==> src/rtl/fifo_arb_pkg.sv <==
// Shared types and helpers for the FIFO write-port arbiter and its round-robin picker.
package fifo_arb_pkg;

  localparam int unsigned DEF_NUM_REQ   = 4;
  localparam int unsigned DEF_WIDTH     = 4;
  localparam int unsigned DEF_BURST_LEN = 4;
  localparam int unsigned MAX_REQ       = 32;

  typedef enum logic {
    IDLE  = 1'b0,
    GRANT = 1'b1
  } arb_state_t;

  // Index of the set bit of a one-hot vector (0 when no bit is set).
  function automatic int unsigned onehot_idx(input logic [MAX_REQ-1:0] v);
    int unsigned idx;
    idx = 0;
    for (int unsigned i = 0; i < MAX_REQ; i++) begin
      if (v[i]) idx = i;
    end
    return idx;
  endfunction

endpackage

==> src/rtl/fifo_rr_pick.sv <==
// Rotate-priority encoder: first set req bit scanning upward from pointer+1, with wrap.
module fifo_rr_pick
  import fifo_arb_pkg::*;
#(
  parameter int unsigned N     = DEF_NUM_REQ,
  parameter int unsigned PTR_W = $clog2(N)
) (
  input  logic [N-1:0]     req,
  input  logic [PTR_W-1:0] pointer,
  output logic [N-1:0]     winner
);

  logic             found;
  logic [PTR_W-1:0] idx;

  always_comb begin
    winner = '0;
    found  = 1'b0;
    idx    = '0;
    for (int unsigned k = 1; k <= N; k++) begin
      idx = PTR_W'((32'(pointer) + k) % N);
      if (!found && req[idx]) begin
        winner[idx] = 1'b1;
        found       = 1'b1;
      end
    end
  end

endmodule

==> src/rtl/fifo_wr_arbiter.sv <==
// Round-robin arbiter sharing one FIFO write port among NUM_REQ requesters.
// Define FIFO_ARB_BURST_EN to keep a grant for up to BURST_LEN beats; otherwise one beat per grant.
module fifo_wr_arbiter
  import fifo_arb_pkg::*;
#(
  parameter int unsigned NUM_REQ   = DEF_NUM_REQ,
  parameter int unsigned WIDTH     = DEF_WIDTH,
  parameter int unsigned BURST_LEN = DEF_BURST_LEN
) (
  input  logic                     clk,
  input  logic                     rst,
  input  logic [NUM_REQ-1:0]       req,
  input  logic [NUM_REQ*WIDTH-1:0] req_data,
  input  logic                     full,
  output logic                     en_w,
  output logic [WIDTH-1:0]         data_w,
  output logic [NUM_REQ-1:0]       ack,
  output logic [NUM_REQ-1:0]       grant,
  output logic                     busy
);

  localparam int unsigned PTR_W = $clog2(NUM_REQ);

  // Static parameter sanity checks.
  if (NUM_REQ < 2 || NUM_REQ > MAX_REQ) begin : g_bad_num_req
    $error("fifo_wr_arbiter: NUM_REQ out of range");
  end
  if (BURST_LEN < 1) begin : g_bad_burst_len
    $error("fifo_wr_arbiter: BURST_LEN must be at least 1");
  end

  arb_state_t         state, state_next;
  logic [NUM_REQ-1:0] grant_next;
  logic [PTR_W-1:0]   ptr, ptr_next;
  logic [NUM_REQ-1:0] winner;
  logic               req_g;
  logic               beat;
  logic               last_beat;

`ifdef FIFO_ARB_BURST_EN
  localparam int unsigned CNT_W = $clog2(BURST_LEN + 1);
  logic [CNT_W-1:0] cnt, cnt_next;
`endif

  fifo_rr_pick #(
    .N     (NUM_REQ),
    .PTR_W (PTR_W)
  ) u_pick (
    .req     (req),
    .pointer (ptr),
    .winner  (winner)
  );

  always_ff @(posedge clk or posedge rst) begin
    if (rst) begin
      state <= IDLE;
      grant <= '0;
      ptr   <= PTR_W'(NUM_REQ - 1);
      busy  <= 1'b0;
`ifdef FIFO_ARB_BURST_EN
      cnt   <= '0;
`endif
    end else begin
      state <= state_next;
      grant <= grant_next;
      ptr   <= ptr_next;
      busy  <= (state_next == GRANT);
`ifdef FIFO_ARB_BURST_EN
      cnt   <= cnt_next;
`endif
    end
  end

  // Next-state logic plus the combinational write-port signals.
  always_comb begin
    state_next = state;
    grant_next = grant;
    ptr_next   = ptr;
    req_g      = |(req & grant);
    beat       = 1'b0;
    last_beat  = 1'b0;
`ifdef FIFO_ARB_BURST_EN
    cnt_next   = cnt;
`endif
    unique case (state)
      IDLE: begin
        if (|req) begin
          grant_next = winner;
          state_next = GRANT;
`ifdef FIFO_ARB_BURST_EN
          cnt_next   = '0;
`endif
        end
      end
      GRANT: begin
        beat = req_g & ~full;
`ifdef FIFO_ARB_BURST_EN
        last_beat = beat && (cnt == CNT_W'(BURST_LEN - 1));
        if (beat) cnt_next = cnt + 1'b1;
`else
        last_beat = beat;
`endif
        if (!req_g || last_beat) begin
          state_next = IDLE;
          grant_next = '0;
          ptr_next   = PTR_W'(onehot_idx(MAX_REQ'(grant)));
        end
      end
      default: begin
        state_next = IDLE;
        grant_next = '0;
      end
    endcase
    en_w = beat;
    ack  = beat ? grant : '0;
  end

  always_comb begin
    data_w = '0;
    for (int unsigned i = 0; i < NUM_REQ; i++) begin
      if (ack[i]) data_w = req_data[i*WIDTH +: WIDTH];
    end
  end

endmodule

==> config.mk <==
export PLATFORM = sky130hd
export DESIGN_NAME = fifo_wr_arbiter
export DESIGN_NICKNAME = d
export VERILOG_FILES = /design/src/rtl/fifo_arb_pkg.sv /design/src/rtl/fifo_rr_pick.sv /design/src/rtl/fifo_wr_arbiter.sv
export SDC_FILE = /design/constraint.sdc
export NUM_CORES = 1
export LEC_CHECK = 0
export CELL_PAD_IN_SITES_DETAIL_PLACEMENT = 0
export CELL_PAD_IN_SITES_GLOBAL_PLACEMENT = 2
export CORE_AREA = 2 2 64 66
export DETAILED_ROUTE_END_ITERATION = 10
export DIE_AREA = 0 0 66 68
export PLACE_DENSITY = 0.78
export SYNTH_ARGS = -nofsm -noshare
export SYNTH_HDL_FRONTEND = slang
export SYNTH_HIERARCHICAL = 1
export SYNTH_SLANG_ARGS = --single-unit
==> constraint.sdc <==
create_clock -name clk -period 2.9 [get_ports clk]
set_input_delay 0.29 -clock clk [delete_from_list [all_inputs] [get_ports clk]]
set_output_delay 0.29 -clock clk [all_outputs]
set_load 0.1 [all_outputs]
Yosys cells after proc, flatten, opt, wreduce, memory -nomap -nowiden:

Cells that the tools add are included.

* add/sub/neg operators: 4
* order comparisons: 8
* eq/ne operators: 2
* muxes and demuxes: 38
* bitwise gates (word level): 7
* reductions and logical operators: 16

Operators by type and width (number)
* $mux W4: 11
* $mux W1: 15
* $lt A2 B3 Y1 const B: 4
* $or A4 B4 Y4: 3
* $bmux W1 S2: 4
* $demux W1 S2: 4
* $ge A2 B1 Y1 const B: 4
* $pmux W4 S2: 1
* $reduce_or A4 Y1: 2
* $logic_and A1 B1 Y1: 7
* $add A2 B1 Y2 const B: 2
* $add A2 B2 Y2 const B: 2
* $and A4 B4 Y4: 1
* $logic_not A1 Y1: 4
* $mux W2: 2
* $reduce_and A2 Y1: 2
* $ne A2 B1 Y1 const B: 1
* $ne A2 B2 Y1 const B: 1
* $not A1 Y1: 2
* $pmux W1 S2: 1
* $and A1 B1 Y1: 1
* $logic_or A1 B1 Y1: 1

* register bits after elaboration: 7
* output and inout port bits: 14
* word-level logic and storage cells: 78

Logic depth before layout (Yosys ltp):

* word-level depth: 15
* gate-level depth with buffers: 9

Cells and area by module:

Netlist, hierarchy kept.

By module, submodules not included
* fifo_wr_arbiter: instances 1, cells an instance 61, area an instance 526.8 sq um, seq. area each 177.7 sq um
* fifo_rr_pick: instances 1, cells an instance 38, area an instance 357.8 sq um, seq. area each 0.0 sq um

Worst setup path after synthesis:

OpenSTA, ideal clock, no wires.

* kind: flip-flop to output port
* start: register grant[1]
* end: output data_w[0]
* data arrival time: 4.651 ns
* setup slack: -2.041 ns
* cell stages (with the launch flop): 5
* buffers on the path: 1
* cell sequence: dfrtp_1 buf_2 a22o_1 a221oi_4 nor4b_1

* word-level cells in the longest chain between the ends: 9

Ends and longest elaborated chain
* from (decl): RTL line fifo_wr_arbiter.sv:18 `output logic [NUM_REQ-1:0] grant,`
* from (signal assigned): RTL line fifo_wr_arbiter.sv:65 `grant <= grant_next;`
* $and A4 B4 Y4: RTL line fifo_wr_arbiter.sv:79 `req_g = |(req & grant);`
* $reduce_or A4 Y1: RTL line fifo_wr_arbiter.sv:79
* $and A1 B1 Y1: RTL line fifo_wr_arbiter.sv:96 `beat = req_g & ~full;`
* $mux W1: RTL line fifo_wr_arbiter.sv:85 `unique case (state)`
* $mux W4 *: RTL line fifo_wr_arbiter.sv:115 `ack = beat ? grant : '0;`
* $mux W4 (3 in series): RTL line fifo_wr_arbiter.sv:121 `if (ack[i]) data_w = req_data[i*WIDTH +: WIDTH];`
* $mux W4 *: RTL line fifo_wr_arbiter.sv:121
* to (decl): RTL line fifo_wr_arbiter.sv:16 `output logic [WIDTH-1:0] data_w,`

Mark *: on every way between the ends. The rest lies on a longest branch, timed or not.

Worst setup path after layout:

* start: register ptr[1]
* end: register grant[1]

* word-level cells in the longest chain between the ends: 15
* elaborated cells on any way between the ends: 50
* those cells by class: 4 x add/sub; 8 x order compare; 25 x mux; 3 x bitwise; 10 x reduce/logical

Ends and longest elaborated chain
* from (decl): RTL line fifo_wr_arbiter.sv:34 `logic [PTR_W-1:0] ptr, ptr_next;`
* from (signal assigned): RTL line fifo_wr_arbiter.sv:58 `ptr <= PTR_W'(NUM_REQ - 1);`
* from (signal assigned): RTL line fifo_wr_arbiter.sv:66 `ptr <= ptr_next;`
* branches (longest 12 deep; another with $lt A2 B3 Y1)
* $mux W4 *: RTL line fifo_rr_pick.sv:22 `if (!found && req[idx]) begin`
* named net winner[1]: RTL line fifo_wr_arbiter.sv:35 `logic [NUM_REQ-1:0] winner;`
* $mux W4 *: RTL line fifo_wr_arbiter.sv:87 `if (|req) begin`
* $pmux W4 S2 *: RTL line fifo_wr_arbiter.sv:85

Mark *: on every way through the listed nets, which the timed path passes. The select of a mux whose other input is x is not followed.
A chain may end at the register's enable or synchronous reset.

==> metrics.md <==
| Metric | Value |
|---|---|
| H-tree depth | 1 |
| Drt wl/cell | 15.4 µm |
| Fin crit share | 85.8% |
| Max-slew violations | 0 |
| Critical Path End | grant[1] |
| CTS Buf Count | 3 |
| Die Wd | 66 µm |
| Seq cells post-synth | 7 |
| Worst hold-check path type | in2async |
| GRT overflow | 0 |
| Rel. slew slack | 45.8% |
| First-pass DRT Iterations | 4 |
| Maximum VDD drop | 0.000419 V |
| Max-Cap Viols | 0 |
| Die footprint | 4490 µm² |
| Clock sink count | 7 |
| Clock transition at path regs | 0.04 ns |
| Worst R2R End | grant[1] |
| Post-synthesis instance area | 885 µm² |
| Setup-failing EPs final | 0 |
| CORE AREA | 3860 µm² |
| Fin cells | 186 |
| Share of layout cells above drive strength 1 | 27.2% |
| Hold-fix buffers, CTS | 0 |
| Worst skew pair latency | 0.23 ns |
| Min Hold Slack | 0.300 ns |
| Final min period | 2.49 ns |
| Die Y | 68 µm |
| Routed wire length | 2.86 mm |
| CP Data Arrival Time | 2.64 ns |
| Via count | 888 |
| Largest net degree at the start of global routing | 12 |
| Io pins | 37 |
| Longest Clk Path Bufs | 2 |
| Pwr per Cell Area | 1090 nW/µm² |
| # resized after CTS | 0 |
| Largest cells by area after synthesis | dfrtp_1 (14%), ha_1 (11%), a21oi_1 (6.8%) |
| Reg2Reg Setup Slack | 0.41 ns |
| Final setup TNS | 0 ns |
| Vias in the first global route | 917 |
| Worst r2r src | ptr[1] |
| CP Max Fanout | 8 |
| Buffers on Ports | 36 |
| Post-synth top area share | 14.1% |
| Outcome | complete, no violations |
| Postcts setup bufs | 0 |
| Final core occ | 37.0% |
| Final #Nets | 168 |
| R2r worst-path depth | 8 |
| Cell taking the most area after synthesis | dfrtp_1 |
| CP required | 3.05 ns |
| CP startpoint | ptr[1] |
| Total power | 1.56 mW |
| P_leak | 0.544 nW |
| Reg area | 181 µm² |
| Layout area overhead | 61.2% |
| Most frequent cells in the layout | clkdlybuf4s50_1 (22), a21oi_1 (12), buf_4 (11), nand2_1 (10), inv_1 (10) |
| Crit end category | register |
| Avg Cell Area, Syn | 8.94 µm² |
| Sequential share of the synthesized area | 20.1% |
| ANT nets after route | 0 |
| Drt drc | 0 |
| Multi-input logic area | 717 µm² |
| Achievable Freq | 402 MHz |
| Global-route wire length before repair | 4.52 mm |
| Number of synthesis warnings | 6 |
| HPWL Detailed | 2.19 mm |
| Post-Synthesis Cells | 99 |
| Initial DRC Count | 23 |
| GPL Wtd Cong | 0.791 |
| RSZ-0062 raised after global routing | no |
| Final Skew | 0.000733 ns |
| Starting Density | 22.9% |
| Fill cells | 413 |
| Syn Nets | 130 |
| # rows | 23 |
| Hold Vio Cnt, Final | 0 |
| Worst Setup Path Type | reg2reg |
| Worst slew pin tran | 0.805 ns |
| Placed cell count | 182 |
| Diodes inserted | 0 |
| Initial antenna violation count | 0 |
| CP Launch Type | register |
| Most common cell after layout, fill and taps aside | clkdlybuf4s50_1 |
| Synth cell types | 29 |
| Overall fraction of global-route tracks in use | 13.4% |
| Root buffer cell | clkbuf_8 |
| Vias per Instance | 4.77 |
| CTS tree | done |
worst min-delay path by stage:
stage                          end  slack [ns]  cells after the start
after floorplan           grant[0]        0.09                      1
after global placement       state        0.55                      2
after detailed placement     state        0.56                      2
after CTS                    state        0.31                      2
after global routing         state        0.35                      2
final                     grant[0]        0.30                      2
stage by stage:
stage,instance area (µm²),setup WS [ns]
finish,1430,0.413
global placement,1380,0.454
global route,1430,0.242
detailed placement,1380,0.421
floorplan,961,0.0594
CTS,1430,0.416
power by group:
group / internal [mW] / switching (mW)
Sequential: 0.158 / 0.112
Combinational: 0.416 / 0.734
Clock: 0.0953 / 0.0443
sequential cells by signal (all words and copies together) (netlist names):
signal and cells:
state 1, grant 4, ptr 2
layer usage:
layer / track usage [%] / wire [µm]
met5: 0 / 0
met1: 16.0 / 1240
met3: 0.822 / 137
met4: 6.12 / 47
met2: 24.7 / 1430
cell families after synthesis:
logic type / after synthesis / synth area share, %
muxes: 5 / 12.3
DFF: 7 / 20.1
and+or+nand+nor: 31 / 21.9
AOI/OAI and AO/OA: 34 / 27.3
buffers and inverters: 14 / 7.07
adders and majority gates: 8 / 11.3
cells in the mapped netlist:
| master | instances |
|---|---|
| nor2_1 | 3 |
| nor3b_1 | 4 |
| buf_2 | 2 |
| a221oi_4 | 1 |
| nand2_1 | 10 |
| o32a_1 | 1 |
| inv_1 | 10 |
| buf_6 | 1 |
| ha_1 | 8 |
| and2_1 | 4 |
| o21a_2 | 1 |
| mux4_2 | 2 |
| a22o_1 | 1 |
| nor4_1 | 1 |
| nor2b_1 | 3 |
| mux4_1 | 2 |
| a221o_1 | 4 |
| mux2_1 | 1 |
| a21oi_1 | 12 |
| o21ai_0 | 5 |
| a21o_1 | 1 |
| dfstp_2 | 2 |
| o22ai_1 | 4 |
| o211ai_1 | 4 |
| nand2b_1 | 1 |
| nor4b_1 | 4 |
| dfrtp_1 | 5 |
| clkbuf_1 | 1 |
| nor4b_4 | 1 |
critical path: stages (launching register included):
cell and delay, ns:
dfstp_2 0.61, inv_1 0.11, ha_1 0.33, mux4_1 0.63
nor4b_4 0.31, nand2_1 0.10, o211ai_1 0.12, nand2_1 0.08
a21oi_1 0.12
area by class of cell:
type	instances	area share (%)
multi-input cells	78	50.3
repair buffers	37	26.8
flip-flops and latches	7	12.7
well taps	50	4.39
clock buffers	4	3.16
inverters	10	2.63
No activity file was read; power rests on OpenSTA's default activity.
